===== config.mk =====
export PLATFORM = sky130hd
export DESIGN_NAME = rotation_scheduler
export DESIGN_NICKNAME = d
export VERILOG_FILES = /design/src/rtl/rotation_scheduler_pkg.sv /design/src/rtl/rotation_scheduler.sv
export SDC_FILE = /design/constraint.sdc
export NUM_CORES = 1
export LEC_CHECK = 0
export CAP_MARGIN = 20
export CELL_PAD_IN_SITES_DETAIL_PLACEMENT = 1
export CELL_PAD_IN_SITES_GLOBAL_PLACEMENT = 1
export CORE_ASPECT_RATIO = 1.75
export CORE_MARGIN = 4
export CORE_UTILIZATION = 37
export DETAILED_ROUTE_END_ITERATION = 6
export DONT_BUFFER_PORTS = 1
export GPL_ROUTABILITY_DRIVEN = 0
export PLACE_DENSITY = 0.76
export SLEW_MARGIN = 20
export SYNTH_ARGS = -nofsm -noshare
export SYNTH_HDL_FRONTEND = slang
export SYNTH_SLANG_ARGS = --single-unit

===== constraint.sdc =====
create_clock -name i_clk -period 8 [get_ports i_clk]
set_input_delay 1.6 -clock i_clk [delete_from_list [all_inputs] [get_ports i_clk]]
set_output_delay 1.6 -clock i_clk [all_outputs]
set_load 0.02 [all_outputs]

===== src/rtl/rotation_scheduler_pkg.sv =====
// rotation_scheduler_pkg: shared defaults, packed matrix/vertex types and FSM state enum
package rotation_scheduler_pkg;
  localparam int DEF_IN_BITS      = 8;
  localparam int DEF_SIZE         = 3;
  localparam int DEF_NUM_VERTS    = 8;
  localparam int DEF_MULT_LATENCY = 4;
  typedef logic [DEF_SIZE-1:0][DEF_IN_BITS-1:0] vec_t;
  typedef logic [DEF_SIZE-1:0][DEF_SIZE-1:0][DEF_IN_BITS-1:0] mat_t;
  typedef enum logic [2:0] {S_IDLE, S_FETCH, S_WAIT, S_DRAIN, S_DONE} state_t;
endpackage


===== src/rtl/rotation_scheduler.sv =====
// rotation_scheduler: batches vertices through an external matrix multiplier and streams rotated results
//   i_clk, i_rst_n      : clock, async active-low reset
//   i_start, i_rot      : job request (IDLE only) and rotation matrix captured with it
//   o_vert_rd_addr      : vertex store address; i_vert_rd_data returns one cycle later
//   o_mult_a, o_mult_b  : multiplier operands (rot, batch vertices as columns); i_mult_out product
//   o_res_valid/addr/data, i_res_ready : result stream handshake
//   o_busy, o_done      : job in progress, one-cycle completion pulse
module rotation_scheduler
  import rotation_scheduler_pkg::*;
#(
  parameter int IN_BITS      = DEF_IN_BITS,
  parameter int SIZE         = DEF_SIZE,
  parameter int NUM_VERTS    = DEF_NUM_VERTS,
  parameter int MULT_LATENCY = DEF_MULT_LATENCY
) (
  input  logic                                  i_clk,
  input  logic                                  i_rst_n,
  input  logic                                  i_start,
  input  logic [SIZE-1:0][SIZE-1:0][IN_BITS-1:0] i_rot,
  output logic [$clog2(NUM_VERTS)-1:0]           o_vert_rd_addr,
  input  logic [SIZE-1:0][IN_BITS-1:0]           i_vert_rd_data,
  output logic [SIZE-1:0][SIZE-1:0][IN_BITS-1:0] o_mult_a,
  output logic [SIZE-1:0][SIZE-1:0][IN_BITS-1:0] o_mult_b,
  input  logic [SIZE-1:0][SIZE-1:0][IN_BITS-1:0] i_mult_out,
  output logic                                  o_res_valid,
  output logic [$clog2(NUM_VERTS)-1:0]           o_res_addr,
  output logic [SIZE-1:0][IN_BITS-1:0]           o_res_data,
  input  logic                                  i_res_ready,
  output logic                                  o_busy,
  output logic                                  o_done
);
  localparam int AW = $clog2(NUM_VERTS);
  localparam int PW = $clog2(NUM_VERTS + 1);
  localparam int CW = $clog2((SIZE > MULT_LATENCY ? SIZE : MULT_LATENCY) + 1);
  localparam int SW = SIZE > 1 ? $clog2(SIZE) : 1;
  state_t                                 r_state;
  logic [PW-1:0]                          r_base;
  logic [CW-1:0]                          r_cnt;
  logic [AW-1:0]                          r_rd_addr, r_res_addr;
  logic                                   r_res_valid, r_done;
  logic [SIZE-1:0][SIZE-1:0][IN_BITS-1:0] r_rot, r_mult_b;
  logic [PW-1:0]                          w_rem;
  logic [CW-1:0]                          w_n;
  logic                                   w_last;
  logic [SW-1:0]                          w_slot, w_cap;
  logic [SIZE-1:0][IN_BITS-1:0]           w_col;
  assign w_rem  = PW'(NUM_VERTS) - r_base;
  assign w_n    = (w_rem > PW'(SIZE)) ? CW'(SIZE) : CW'(w_rem);
  assign w_last = w_rem <= PW'(SIZE);
  assign w_slot = SW'(r_cnt);
  // read data lags the address by one cycle, so FETCH cycle c captures vertex c-1
  assign w_cap  = SW'(r_cnt - CW'(1));
  always_comb begin
    w_col = '0;
    for (int i = 0; i < SIZE; i++) w_col[i] = i_mult_out[i][w_slot];
  end
  always_ff @(posedge i_clk or negedge i_rst_n) begin
    if (!i_rst_n) begin
      r_state     <= S_IDLE;
      r_base      <= '0;
      r_cnt       <= '0;
      r_rd_addr   <= '0;
      r_res_addr  <= '0;
      r_res_valid <= 1'b0;
      r_done      <= 1'b0;
      r_rot       <= '0;
      r_mult_b    <= '0;
    end else begin
      case (r_state)
        S_IDLE: if (i_start) begin
          r_rot     <= i_rot;
          r_base    <= '0;
          r_cnt     <= '0;
          r_rd_addr <= '0;
          r_mult_b  <= '0;
          r_state   <= S_FETCH;
        end
        S_FETCH: begin
          if (r_cnt != '0)
            for (int i = 0; i < SIZE; i++) r_mult_b[i][w_cap] <= i_vert_rd_data[i];
          if (r_cnt + CW'(1) < w_n) r_rd_addr <= AW'(r_base + PW'(r_cnt) + PW'(1));
          if (r_cnt == w_n) begin
            r_cnt   <= '0;
            r_state <= S_WAIT;
          end else r_cnt <= r_cnt + CW'(1);
        end
        S_WAIT: if (r_cnt == CW'(MULT_LATENCY - 1)) begin
          r_cnt       <= '0;
          r_res_valid <= 1'b1;
          r_res_addr  <= AW'(r_base);
          r_state     <= S_DRAIN;
        end else r_cnt <= r_cnt + CW'(1);
        S_DRAIN: if (i_res_ready) begin
          if (r_cnt == w_n - CW'(1)) begin
            r_res_valid <= 1'b0;
            r_cnt       <= '0;
            if (w_last) begin
              r_done  <= 1'b1;
              r_state <= S_DONE;
            end else begin
              r_base    <= r_base + PW'(w_n);
              r_rd_addr <= AW'(r_base + PW'(w_n));
              r_mult_b  <= '0;
              r_state   <= S_FETCH;
            end
          end else begin
            r_cnt      <= r_cnt + CW'(1);
            r_res_addr <= r_res_addr + AW'(1);
          end
        end
        S_DONE: begin
          r_done  <= 1'b0;
          r_state <= S_IDLE;
        end
        default: r_state <= S_IDLE;
      endcase
    end
  end
  assign o_vert_rd_addr = r_rd_addr;
  assign o_mult_a       = r_rot;
  assign o_mult_b       = r_mult_b;
  assign o_res_valid    = r_res_valid;
  assign o_res_addr     = r_res_addr;
  assign o_res_data     = (r_state == S_DRAIN) ? w_col : '0;
  assign o_busy         = r_state != S_IDLE;
  assign o_done         = r_done;
endmodule


==> impl_metrics.toml, run 1 <==
[status]
status = "complete, no violations"

[synth]
synth-edff-count = 0
synth.avg_cell_area_um2 = 9.83
synth_seq_cells = 162
synth_fp_nets = 935
ys_types = 59
synthCells = 750
ys.flop_type = "dfrtp_1"
synth_area_um2 = 7370
seq_area_frac_synth_pct = 55.0
synth_async_sr_flop_share_pct = 100
ys_warn_count = 0

[route]
drc = 0
avgRoutedWirePerCell_um = 22.4
drt-initial-drc-count = 237
ant_nets = 0
vias_per_cell = 5.70
finalWirelength_mm = 22.2
via_count = 5633
dr.pass1.iters = 4

[placement]
dpl_worst_slack_ns = 4.04
io_buffer_count = 0
hpwl_mm = 15.7

[setup_path]
start_kind = "register"
required_ns = 6.40
cp-end-kind = "output pin"
critPathMaxFanout = 26
arrival_ns = 2.79
path_class = "register to output pin"
rr_worst_depth = 12

[clock_network]
cts.sinks = 162
htreeDepth = 4
cts_tree = "done"
cts_max_path_buffers = 2
clk_pin_slew_ns = 0.07
cts_root_buffer = "clkbuf_16"
postCtsHoldBufs = 0
ctsResizeCount = 0
cts_setup_buffers = 0
clk_latency_ns = 0.42
cts_buffers = 17

[timing]
clock_skew_ns = 0.00940
setup_tns_ns = 0
slew_headroom_pct = 40.0
setup_violations = 0
min_period_ns = 4.39
fmax_mhz = 228
rsz0062_at_grt = "false"
hold_viol_final = 0
timing.final.crit_share_pct = 54.9
slew_violations = 0
tightest_slew_ns = 0.898
finalWorstSetupSlack_ns = 3.61
holdWs_ns = 0.585

[floorplan]
die_y_um = 195
core_area_um2 = 19700
die_w_um = 115
die_area_um2 = 22300
num_rows = 68
initial_utilization_pct = 37.5
io_pins = 349

[global_routing]
grt_overflow = 0
antenna_found_initial = 0
grt_usage_pct = 19.6
grt_max_degree = 163
grt_pass1_vias = 6080
grt_pass1_wl_mm = 34.4

[power]
power_mw = 4.05
irDropWorstVdd_v = 0.000189
p_leak_nw = 3.97
powerDensity_nw_per_um2 = 499

[final_layout]
antenna_cells = 0
postLayoutCoreUtil_pct = 41.3
drive_gt1_share_pct = 7.94
fin_nets = 915
areaGrowthSynthToFinish_pct = 10.2

[min_path]
hold_class = "register to register"
worstHoldPathCells = 1

[job]
cap_violations = 0
cells in the final DEF (no fill, tap or decap), drive strengths merged, types with 2 or more instances in the layout:
master	netlist	routed
a211oi	4	4
a21o	4	4
a21oi	30	30
a22o	72	72
a31oi	7	7
and2	4	4
buf	12	4
bufinv	0	2
clkbuf	31	18
clkinvlp	0	3
dfrtp	162	162
ha	12	12
inv	10	18
mux2	3	3
mux2i	28	28
nand2	237	237
nand2b	3	3
nand3	4	4
nor2	71	71
nor2b	4	4
nor3	7	7
nor3b	2	2
o211ai	3	3
o21ai	9	9
o31ai	2	2
o32ai	2	2
or2	2	2
or3	2	2
xnor2	5	5
xor2	2	2
per-layer routing:
metal  GRT usage, %  share of wire [%]  vias up
met1           20.3                 33     2816
met4           9.18                3.7        0
met2           35.3                 54      269
met5              0                  0        -
li1               -                  -     2492
met3           6.07                8.5       56
critical path, cell delays in order (launching register included):
cell and delay, ns:
dfrtp_1 0.57, nor2b_1 0.54, nand2_1 0.69, nor2_1 0.58
synthesized netlist by cell type, types with 6 or more instances:
| master | count | share of area, % |
|---|---|---|
| nand2_1 | 236 | 12 |
| dfrtp_1 | 162 | 55 |
| a22o_1 | 72 | 8.6 |
| nor2_1 | 69 | 3.5 |
| clkbuf_1 | 31 | 1.6 |
| a21oi_1 | 30 | 2.0 |
| mux2i_1 | 28 | 3.8 |
| ha_1 | 12 | 2.0 |
| inv_1 | 10 | 0.51 |
| buf_6 | 7 | 1.1 |
| a31oi_1 | 6 | 0.51 |
| o21ai_0 | 6 | 0.41 |
cells by family (layout without fill, tap and decap cells):
logic type / count (synthesis) / in the layout / synth area share (%)
AND/OR/NAND/NOR: 340 / 340 / 18.8
other: 1 / 1 / 0.0509
flip-flops: 162 / 162 / 55.0
AO/OA/AOI/OAI: 143 / 143 / 15.3
buffers and inverters: 53 / 46 / 3.48
adder cells (fa/ha/maj): 13 / 13 / 2.31
XOR/XNOR: 7 / 7 / 0.832
multiplexers: 31 / 31 / 4.31
sequential cells by signal, summed over array words and instances (netlist names):
name and cells:
o_done 1, o_mult_a 72, o_mult_b 72, o_res_addr 3
o_res_valid 1, o_vert_rd_addr 3, r_base 4, r_cnt 3
r_state 3
area by class of cell:
| class | instances | area, µm² |
|---|---|---|
| fillers | 2246 | 11500 |
| clock inverters | 14 | 166 |
| multi-input cells | 535 | 3090 |
| flip-flops and latches | 162 | 4060 |
| clock buffers | 18 | 439 |
| well taps | 245 | 307 |
| inverters | 10 | 37.5 |
| repair buffers | 4 | 30.0 |
final timing paths:
| check | from | to | slack [ns] |
|---|---|---|---|
| worst max-delay path | r_state[1]$_DFFE_PN0P_ | o_res_data[15] | 3.61 |
| worst min-delay path | r_base[3]$_DFFE_PN0P_ | r_base[3]$_DFFE_PN0P_ | 0.59 |
| worst max register to register | r_base[0]$_DFFE_PN0P_ | o_mult_b[13]$_DFFE_PN0P_ | 4.38 |
| worst min register to register | r_base[3]$_DFFE_PN0P_ | r_base[3]$_DFFE_PN0P_ | 0.59 |
| max in group asynchronous | i_rst_n | r_state[2]$_DFFE_PN0P_ | 6.86 |
| min in group asynchronous | i_rst_n | o_mult_b[39]$_DFFE_PN0P_ | 0.88 |
power by group:
group | internal, mW | leakage, nW | total (mW) | switching, mW
Clock | 0.480 | 0.289 | 0.844 | 0.364
Sequential | 1.16 | 2.12 | 1.92 | 0.765
Combinational | 0.483 | 1.55 | 1.29 | 0.804
metrics by stage:
step / std cells / area [µm²]
after floorplan: 750 / 7370
after global placement: 956 / 7500
after detailed placement: 956 / 7510
after CTS: 988 / 8120
final: 988 / 8120
after global routing: 988 / 8120
(Power assumes the default switching activity.)
==> run 2: changes to the inputs <==
==> constraint.sdc (replaced) <==
create_clock -name i_clk -period 4.5 [get_ports i_clk]
set_input_delay 0.9 -clock i_clk [delete_from_list [all_inputs] [get_ports i_clk]]
set_output_delay 0.9 -clock i_clk [all_outputs]
set_load 0.02 [all_outputs]
==> impl_metrics.toml, run 2 (synthesized netlist as in run 1, its figures left out) <==
[clock_network]
clk_latency_ns = 0.42
clk_pin_slew_ns = 0.07
postCtsHoldBufs = 0
cts.sinks = 162
cts_setup_buffers = 0
cts_max_path_buffers = 2
cts_tree = "done"
cts_root_buffer = "clkbuf_16"
htreeDepth = 4
ctsResizeCount = 0
cts_buffers = 17

[setup_path]
slowest_delay_ns = 0.56
r2r_start = "r_base[0]$_DFFE_PN0P_"
crit_path_cell_trace = "inv_1, ha_1, nor3b_2, a21oi_1, or2_2, ha_1, nor2b_1, nand2_1, o32ai_2, nor3_1, o21a_1, mux2_4"
cp-end-kind = "register"
reg2reg_slack_ns = 1.03
timing.rr.end = "o_res_addr[1]$_DFFE_PN0P_"
path_class = "register to register"
crit_buf_inv = 1
start_kind = "register"
critPathTopFamily = "simple AND/OR/NAND/NOR gates"
worst_path_most_repeated_cell = "ha_1"
required_ns = 4.81
critPathMaxFanout = 11
arrival_ns = 3.78
rr_worst_depth = 12
critPathSlowestCell = "dfrtp_1"

[min_path]
hold_class = "primary input to async pin"

[floorplan]
core_area_um2 = 19700
die_w_um = 115
initial_utilization_pct = 37.5
io_pins = 349
die_area_um2 = 22300
die_y_um = 195
num_rows = 68

[timing]
tightest_slew_ns = 0.898
setup_tns_ns = 0
clock_skew_ns = 0.0123
finalWorstSetupSlack_ns = 1.03
timing.final.crit_share_pct = 77.2
rsz0062_at_grt = "false"
slew_violations = 0
slew_headroom_pct = 40.1
min_period_ns = 3.47
fmax_mhz = 288
setup_violations = 0
hold_viol_final = 0

[placement]
io_buffer_count = 0
dpl_worst_slack_ns = 1.05
hpwl_mm = 16.2

[route]
ant_nets = 0
drc = 0
drt-initial-drc-count = 232
via_count = 5577
dr.pass1.iters = 4
finalWirelength_mm = 22.2
avgRoutedWirePerCell_um = 22.4
vias_per_cell = 5.62

[power]
p_leak_nw = 3.97
irDropWorstVdd_v = 0.000379
powerDensity_nw_per_um2 = 878
power_mw = 7.10

[final_layout]
layout_commonest_cell = "nand2_1"
areaGrowthSynthToFinish_pct = 9.69
mostFrequentLayoutCells = "nand2_1 (235), dfrtp_1 (161), a22o_1 (72), nor2_1 (66), a21oi_1 (30)"
drive_gt1_share_pct = 8.43
fin_nets = 919
antenna_cells = 0

[global_routing]
grt_pass1_vias = 5896
grt_usage_pct = 19.5
grt_pass1_wl_mm = 34.1
antenna_found_initial = 0
grt_max_degree = 163
grt_overflow = 0

[job]
cap_violations = 0

[status]
status = "complete, no violations"
-- run 2: changes by cell type in the layout (fill, tap and decap cells not counted) --
cell        change
buf_6           +1
clkinvlp_4      -2
clkinv_2        +4
clkbuf_8        -1
clkinv_4        +1
nor2_2          +2
nor2_4          -2
bufinv_16       -2
buf_4           +3
-- run 2: worst max path at each step --
| stage | from | to | slack, ns | cells past startpoint |
|---|---|---|---|---|
| floorplan | r_base[0]$_DFFE_PN0P_ | o_res_addr[1]$_DFFE_PN0P_ | 1.46 | 13 |
| global placement | r_base[0]$_DFFE_PN0P_ | o_res_addr[1]$_DFFE_PN0P_ | 1.17 | 12 |
| detailed placement | r_base[0]$_DFFE_PN0P_ | o_res_addr[1]$_DFFE_PN0P_ | 1.05 | 12 |
| CTS | r_base[0]$_DFFE_PN0P_ | o_res_addr[1]$_DFFE_PN0P_ | 1.04 | 12 |
| global route | r_base[0]$_DFFE_PN0P_ | o_res_addr[1]$_DFFE_PN0P_ | 0.81 | 12 |
| finish | r_base[0]$_DFFE_PN0P_ | o_res_addr[1]$_DFFE_PN0P_ | 1.03 | 12 |
-- run 2: final cells by class --
type                       instances  area, µm²
clock buffer                      17        425
clock inverter                    15        120
fill                            2211      11600
inverter                          10       37.5
multi-input combinational        535       3080
sequential                       162       4060
tap                              245        307
timing repair buffer               8       63.8
-- run 2: worst reg2reg max path, stage by stage (launching register included) --
cell and delay [ns]:
dfrtp_1 0.56, inv_1 0.16, ha_1 0.27, nor3b_2 0.38
a21oi_1 0.08, or2_2 0.29, ha_1 0.31, nor2b_1 0.22
nand2_1 0.14, o32ai_2 0.36, nor3_1 0.09, o21a_1 0.21
mux2_4 0.29
-- run 2: power by group --
| part | total [mW] | switching (mW) | internal (mW) |
|---|---|---|---|
| registers | 3.43 | 1.37 | 2.06 |
| logic | 2.30 | 1.42 | 0.876 |
| clock network | 1.37 | 0.646 | 0.722 |
| total | 7.10 | 3.44 | 3.66 |
-- run 2: metrics by stage --
step                hold slack (ns)  cell area, µm²  instances  utilization (%)
global placement              0.598            7520        959             38.3
finish                        0.175            8090        992             41.1
detailed placement            0.608            7540        960             38.3
floorplan                     0.536            7370        750                -
global route                  0.144            8090        992             41.1
CTS                           0.151            8080        992             41.1
-- run 2: routing by layer --
layer | track usage (%) | routed length (µm) | vias up
met5 | 0 | 0 | -
met4 | 7.96 | 722 | 0
met3 | 6.07 | 1980 | 43
met2 | 35.8 | 12100 | 279
met1 | 20.2 | 7330 | 2757
li1 | - | - | 2498
==> run 3: changes to the inputs <==
==> constraint.sdc (replaced) <==
create_clock -name i_clk -period 3.6 [get_ports i_clk]
set_input_delay 0.72 -clock i_clk [delete_from_list [all_inputs] [get_ports i_clk]]
set_output_delay 0.72 -clock i_clk [all_outputs]
set_load 0.02 [all_outputs]
==> impl_metrics.toml, run 3 (synthesized netlist as in run 1, its figures left out) <==
[status]
status = "finished, violations left"
failed_checks = "hold timing"

[global_routing]
grt_max_degree = 163
grt_pass1_wl_mm = 34.9
grt_usage_pct = 20.3
grt_overflow = 0
grt_pass1_vias = 6027
antenna_found_initial = 0

[setup_path]
start_kind = "register"
crit_start = "r_base[0]$_DFFE_PN0P_"
cp-end-kind = "register"
critPathSlowestCell = "dfrtp_1"
slowest_delay_ns = 0.50
critPathTopFamily = "simple AND/OR/NAND/NOR gates"
arrival_ns = 3.59
required_ns = 3.91
path_class = "register to register"
r2r_start = "r_base[0]$_DFFE_PN0P_"
critPathMaxFanout = 11
crit_buf_inv = 1
worst_path_most_repeated_cell = "ha_1"
crit_path_cell_trace = "inv_1, ha_1, and2b_1, a21oi_1, or2_2, ha_1, nor2b_1, nand3_1, nor3_2, nor3_1, o21a_1, mux2_4"

[final_layout]
fin_nets = 945
areaGrowthSynthToFinish_pct = 13.0
postLayoutCoreUtil_pct = 42.4
drive_gt1_share_pct = 11.5
layout_commonest_cell = "nand2_1"
mostFrequentLayoutCells = "nand2_1 (235), dfrtp_1 (161), a22o_1 (72), nor2_1 (66), buf_4 (34)"
antenna_cells = 0

[power]
p_comb_share_pct = 33.7
power.internal_mw = 4.90
switching_share_pct = 47.1
p_sw_mw = 4.36
powerDensity_nw_per_um2 = 1110
p_leak_nw = 4.13
clkPwrFrac_pct = 20.2
p_seq_share_pct = 46.2
irDropWorstVdd_v = 0.000464
power_mw = 9.26

[timing]
tightest_slew_ns = 0.864
hold_viol_final = 30
slew_violations = 0
timing.final.crit_share_pct = 91.1
slew_headroom_pct = 42.3
rsz0062_at_grt = "false"
min_period_ns = 3.28
holdWs_ns = -0.0186
setup_violations = 0
clock_skew_ns = 0.0161
fmax_mhz = 305
setup_tns_ns = 0

[floorplan]
die_y_um = 195
num_rows = 68
initial_utilization_pct = 37.5
io_pins = 349
die_w_um = 115
die_area_um2 = 22300
core_area_um2 = 19700

[route]
vias_per_cell = 5.58
avgRoutedWirePerCell_um = 22.7
dr.pass1.iters = 4
drt-initial-drc-count = 139
via_count = 5685
ant_nets = 0
finalWirelength_mm = 23.1
drc = 0

[placement]
io_buffer_count = 0
hpwl_mm = 16.8

[min_path]
hold_class = "primary input to async pin"

[clock_network]
htreeDepth = 4
cts_root_buffer = "clkbuf_16"
clk_pin_slew_ns = 0.07
clk_latency_ns = 0.43
cts_tree = "done"
cts_max_path_buffers = 2
cts_setup_buffers = 0
cts.sinks = 162
ctsResizeCount = 0
cts_buffers = 17

[job]
cap_violations = 0
-- run 3: cell types whose count changed in the layout (fill, tap and decap cells not counted), moves of 2 or more --
cell	before	now
clkbuf_8	0	2
inv_6	6	4
buf_4	7	34
bufinv_16	0	2
clkinv_2	4	2
-- run 3: layout make-up --
cell class	instances	area (µm²)
Timing Repair Buffer	34	255
Sequential cell	162	4060
Inverter	10	37.5
Fill cell	2229	11300
Tap cell	245	307
Clock inverter	13	149
Clock buffer	19	453
Multi-Input combinational cell	535	3070
-- run 3: per-layer routing --
metal / GRT usage [%] / wire, µm / vias up
li1: - / - / 2552
met4: 10.5 / 1000 / 0
met1: 20.8 / 7520 / 2762
met3: 6.32 / 2070 / 63
met5: 0 / 0 / -
met2: 36.2 / 12500 / 308
-- run 3: worst reg2reg max path, cell delays in order, from the launching register on --
cell and delay [ns]:
dfrtp_1 0.50, inv_1 0.21, ha_1 0.25, and2b_1 0.26, a21oi_1 0.09, or2_2 0.28
ha_1 0.31, nor2b_1 0.23, nand3_1 0.15, nor3_2 0.31, nor3_1 0.09, o21a_1 0.20
mux2_4 0.29
-- run 3: power by group through the flow --
| stage | registers (mW) | clock network (mW) | logic (mW) |
|---|---|---|---|
| floorplan | 3.91 | 0 | 2.50 |
| global route | 4.36 | 2.00 | 3.46 |
| finish | 4.27 | 1.87 | 3.12 |
| CTS | 4.30 | 1.92 | 3.15 |
| global placement | 4.30 | 0 | 3.02 |
| detailed placement | 4.30 | 0 | 3.15 |
-- run 3: final timing paths --
path / cells past startpoint / end / slack, ns
worst max-delay path: 12 / o_res_addr[1]$_DFFE_PN0P_ / 0.32
worst min-delay path: 0 / o_mult_b[18]$_DFFE_PN0P_ / -0.02
worst max register to register: 12 / o_res_addr[1]$_DFFE_PN0P_ / 0.32
worst min register to register: 1 / r_base[1]$_DFFE_PN0P_ / 0.62
max in group asynchronous: 0 / r_state[2]$_DFFE_PN0P_ / 3.38
min in group i_clk: 2 / o_mult_a[50]$_DFFE_PN0P_ / 0.39
-- run 3: metrics by stage --
| step | worst slack [ns] | cells | area, µm² |
|---|---|---|---|
| floorplan | 0.564 | 750 | 7370 |
| global placement | 0.465 | 986 | 7730 |
| detailed placement | 0.353 | 986 | 7730 |
| CTS | 0.247 | 1018 | 8330 |
| global route | 0.130 | 1018 | 8330 |
| finish | 0.320 | 1018 | 8330 |
